**src/rtl/regfile_sweep.sv**
```systemverilog
// Register file with a power-on clear sweep and two combinational read ports.
// Ports: clk/rst (sync, active-low); write port we/waddr/wdata; read ports
//   re1/raddr1/rdata1 and re2/raddr2/rdata2; ready flags completion of the clear sweep.
// Optional feature: define REGFILE_BYPASS_EN to forward same-cycle write data to the reads.
module regfile_sweep #(
  parameter int DATA_W = 32,
  parameter int NREG   = 32
) (
  input  logic              clk,
  input  logic              rst,
  input  logic              we,
  input  logic [4:0]        waddr,
  input  logic [DATA_W-1:0] wdata,
  input  logic              re1,
  input  logic [4:0]        raddr1,
  output logic [DATA_W-1:0] rdata1,
  input  logic              re2,
  input  logic [4:0]        raddr2,
  output logic [DATA_W-1:0] rdata2,
  output logic              ready
);

  typedef enum logic {INIT, RUN} state_t;

  localparam logic [4:0] LAST  = 5'(NREG - 1);
  localparam logic [5:0] NREG6 = 6'(NREG);

  state_t            state, state_nx;
  logic [4:0]        cnt, cnt_nx;
  logic              ready_nx;
  logic              clr_en;
  logic              wr_en;
  logic              rd_ok;
  logic [DATA_W-1:0] regs [32];

  // State register; the sweep restarts at 1 because register 0 is hardwired to zero.
  always_ff @(posedge clk) begin
    if (!rst) begin
      state <= INIT;
      cnt   <= 5'd1;
      ready <= 1'b0;
    end else begin
      state <= state_nx;
      cnt   <= cnt_nx;
      ready <= ready_nx;
    end
  end

  always_comb begin
    state_nx = state;
    cnt_nx   = cnt;
    ready_nx = ready;
    clr_en   = 1'b0;
    wr_en    = 1'b0;
    case (state)
      INIT: begin
        clr_en = 1'b1;
        cnt_nx = cnt + 5'd1;
        if (cnt == LAST) begin
          state_nx = RUN;
          ready_nx = 1'b1;
          cnt_nx   = cnt;
        end
      end
      RUN: begin
        wr_en = we && (waddr != 5'd0) && ({1'b0, waddr} < NREG6);
      end
      default: begin
        state_nx = INIT;
      end
    endcase
  end

  // Array contents are deliberately not reset; the sweep takes care of clearing.
  always_ff @(posedge clk) begin
    if (rst) begin
      if (clr_en) begin
        regs[cnt] <= '0;
      end else if (wr_en) begin
        regs[waddr] <= wdata;
      end
    end
  end

  // Reads are only live in RUN with reset released; anything else returns zero.
  assign rd_ok = (state == RUN) && rst;

  always_comb begin
    rdata1 = '0;
    if (rd_ok && re1 && (raddr1 != 5'd0) && ({1'b0, raddr1} < NREG6)) begin
`ifdef REGFILE_BYPASS_EN
      if (wr_en && (raddr1 == waddr)) begin
        rdata1 = wdata;
      end else begin
        rdata1 = regs[raddr1];
      end
`else
      rdata1 = regs[raddr1];
`endif
    end
  end

  always_comb begin
    rdata2 = '0;
    if (rd_ok && re2 && (raddr2 != 5'd0) && ({1'b0, raddr2} < NREG6)) begin
`ifdef REGFILE_BYPASS_EN
      if (wr_en && (raddr2 == waddr)) begin
        rdata2 = wdata;
      end else begin
        rdata2 = regs[raddr2];
      end
`else
      rdata2 = regs[raddr2];
`endif
    end
  end

endmodule

```
**config.mk**
```make
export PLATFORM = sky130hd
export DESIGN_NAME = regfile_sweep
export DESIGN_NICKNAME = d
export VERILOG_FILES = /design/src/rtl/regfile_sweep.sv
export SDC_FILE = /design/constraint.sdc
export NUM_CORES = 1
export LEC_CHECK = 0
export BUFFER_PORTS_ARGS = -buffer_cell sky130_fd_sc_hd__buf_2
export CAP_MARGIN = 10
export CELL_PAD_IN_SITES_DETAIL_PLACEMENT = 1
export CELL_PAD_IN_SITES_GLOBAL_PLACEMENT = 1
export CORE_MARGIN = 2
export CORE_UTILIZATION = 28
export DETAILED_ROUTE_END_ITERATION = 10
export HOLD_SLACK_MARGIN = 0.06
export PLACE_DENSITY_LB_ADDON = 0.2
export SETUP_SLACK_MARGIN = 0.05
export SLEW_MARGIN = 20
export SYNTH_ARGS = -nofsm -noshare
export SYNTH_HDL_FRONTEND = slang
export SYNTH_SLANG_ARGS = --single-unit
```
**constraint.sdc**
```tcl
create_clock -name clk -period 5.2 [get_ports clk]
set_input_delay 0.52 -clock clk [delete_from_list [all_inputs] [get_ports clk]]
set_output_delay 0.52 -clock clk [all_outputs]
set_load 0.05 [all_outputs]
```
==> metrics.log <==
[metrics] portion of synthesized cell area occupied by the leading cell type: 62.6%
[metrics] Setup TNS Final: 0 ps
[metrics] Mapped Cells: slightly below 3,000
[metrics] final cycle utilization of the critical path: 84.1%
[metrics] final antenna-violating net count: 0
[metrics] later-pin clock latency in the skew report: 750 ps
[metrics] HPWL after detailed placement: 109,000 um
[metrics] FF+latch count, synth: 1,031
[metrics] iteration-0 DRC count of the detailed router: around 2,700
[metrics] per-instance average area after synthesis: 16.8 sq um
[metrics] post-synth net total: 2,984
[metrics] proportion of synthesized flip-flops having asynchronous set or reset: 0%
[metrics] vias in the first global route: approximately 33,000
[metrics] Critical Path Sink Type: output pin
[metrics] Worst Tran Pin Value: 1070 ps
[metrics] buffers added on ports: 116
[metrics] number of buffer and inverter instances along the worst setup path: 1
[metrics] most area-consuming cells after synthesis: edfxtp_1 63%, mux4_2 12%, mux2i_1 10%
[metrics] worst setup slack before clock tree synthesis: 1230 ps
[metrics] maximum number of pins on one net before global-route repair: between 70 and 80
[metrics] RSZ-0062 raised after global routing: false
[metrics] Worst setup SP type: flip-flop
[metrics] Pins Over Slew Limit: 0
[metrics] total leakage power: 17.7 nW
[metrics] Std-Cell Core Area: ~0.17 sq mm
[metrics] clk_skew: ~26 ps
[metrics] Hold Buf Count CTS: 1
[metrics] CTS tree: built
[metrics] Tot GR Track Use: 20.1%
[metrics] die extent in y: 423 um
[metrics] power density over the cells: 326 mW/mm^2
[metrics] result of the run: finished clean
[metrics] worst-path maximum fanout: 15
[metrics] largest stage delay on the critical path: 840 ps
[metrics] Slowest cell on crit path: a32oi_1
[metrics] initial antenna violation count: 5
[metrics] Total Die Area: 0.179 sq mm
[metrics] Worst Path Arrival: slightly below 4000 ps
[metrics] worst relative slew slack: 28.4%
[metrics] Hold Vio Cnt, Final: 0
[metrics] Worst Slack Setup Final: 825 ps
[metrics] kind of critical path: reg -> out
[metrics] most common library cell in the layout ignoring fill and taps: edfxtp_1
[metrics] global route overflow: 0
[metrics] worst IR drop on VDD: 0.000270 V
[metrics] RD Place Congestion: 0.777
[metrics] min-delay worst type: in -> reg
[metrics] min cycle time layout: 4370 ps
[metrics] via count normalized by instance count: 5.48
[metrics] top flip-flop cell by instance count after synthesis: edfxtp_1
[metrics] final setup vio count: 0
[metrics] synthesis-to-layout area growth: 15.4%
[metrics] wire length of the first global-routing pass: 255,000 um
[metrics] die width: 423 um
[metrics] Final Routed Wirelength: around 180,000 um
[metrics] average wire per cell in the routed design: 33.4 um
[metrics] drt first pass iters: 7
[metrics] count of flip-flops with a built-in enable after synthesis: a little over 1,000
[metrics] Max-cap violations: 0
[metrics] # resized after CTS: 0
[metrics] commonest non-fill, non-tap cells in the layout: 1,024 x edfxtp_1, 494 x mux2i_1, 272 x mux4_2
[metrics] Starting Density: between 20 and 30%
[metrics] total number of yosys warnings: 0
[metrics] share of layout cells above drive strength 1: a little over a quarter
[metrics] post-synth cell types: 43
[metrics] IO Pins: 117
[metrics] clock slew at the register clock pins of the worst setup and hold paths: about 60 ps
[metrics] sum of internal, switching and leakage power: 18.5 mW
[metrics] cell at the root of the clock tree: clkbuf_16
[metrics] register area share after synthesis: between 60% and 70%
[metrics] number of design rule violations left after detail routing: 0
[metrics] data required time at the worst endpoint: between 4000 and 5000 ps
[metrics] CP cell instances: nand3_1 > a21oi_1 > nand2_2 > a32oi_1 > buf_2
[metrics] fmax: approximately 0.23 GHz
[metrics] synthesized cell area: ~0.049 sq mm
[metrics] worst hold slack across all endpoints: between 300 and 400 ps
[metrics] # rows: 153
[metrics] library cell with the largest summed area after synthesis: edfxtp_1
[metrics] CTS sink cnt: 1,031
[metrics] net total in the final layout: just over 3,000
[metrics] Top delay family on crit path: compound AO/OA/AOI/OAI gates
[metrics] CTS buffer count: 119
[metrics] setup bufs post-CTS: 0
[metrics] Clock Path Buffers: 3
[metrics] H-tree depth: 3
[metrics] number of vias after detailed routing: about 30,000
-- per-stage QoR --
step | std cells | utilization, % | area [sq um]
finish | 5480 | 32.6 | 56700
global placement | 5255 | 30.4 | 52900
detailed placement | 5257 | 30.4 | 52900
global route | 5479 | 32.6 | 56700
floorplan | 2930 | - | 49100
CTS | 5475 | 32.5 | 56600
-- final cells by class --
class / instances / area, sq um
Sequential cell: 1031 / 30900
Timing Repair Buffer: 242 / 1840
Multi-Input combinational cell: 1656 / 17300
Inverter: 6 / 22.5
Fill cell: 17600 / 117000
Antenna cell: 3 / 7.51
Tap cell: 2325 / 2910
Clock buffer: 149 / 3130
Clock inverter: 68 / 538
-- where the power goes --
part	internal [mW]	switching, mW
registers	9.10	0.0425
logic	0.491	0.800
clock network	4.58	3.46
-- cell usage after synthesis, drive strengths merged (6+ instances only) --
| cell | n |
|---|---|
| mux2 | 93 |
| mux2i | 494 |
| mux4 | 272 |
| clkbuf | 104 |
| buf | 133 |
| and2 | 41 |
| o21ai | 6 |
| a22oi | 187 |
| nand3 | 95 |
| a221oi | 33 |
| dfxtp | 7 |
| edfxtp | 1024 |
| nor3 | 21 |
| nand2b | 64 |
| a31oi | 58 |
| nor2b | 13 |
| a21oi | 48 |
| a32oi | 49 |
| nor2 | 33 |
| or2 | 9 |
| nand2 | 116 |
-- sequential cells by signal, summed over array words and instances, names as in the netlist --
register and count:
cnt 5, regs 1024, state 1, ready 1
-- metal layers --
metal  track usage, %  wire length [um]  part of all wire, %  vias to the layer above
met5                0                 0                    0                        -
met4             5.87              5580                  3.1                        0
met1             27.2             80200                   44                    16500
met3             2.59              7900                  4.3                      252
met2             33.8             89100                   49                      890
li1                 -                 -                    -                    12400
-- final timing paths --
kind / from / to / slack (ps) / cells past startpoint
worst max register to register: state / regs[24][18] / 1510 / 6
worst min register to register: ready / ready / 460 / 1
worst min-delay path: wdata[15] / regs[8][15] / 310 / 2
worst max-delay path: state / rdata1[13] / 830 / 5
-- kinds of logic after synthesis --
kind of cell,Yosys count,synth area share [%]
adder cells (fa/ha/maj),2,0.0509
flip-flops,1031,62.9
AND/OR/NAND/NOR,401,4.06
buffers and inverters,243,2.50
XOR/XNOR,3,0.0535
AO/OA/AOI/OAI,391,5.78
multiplexers,859,24.7
No activity file was read; power rests on OpenSTA's default activity.
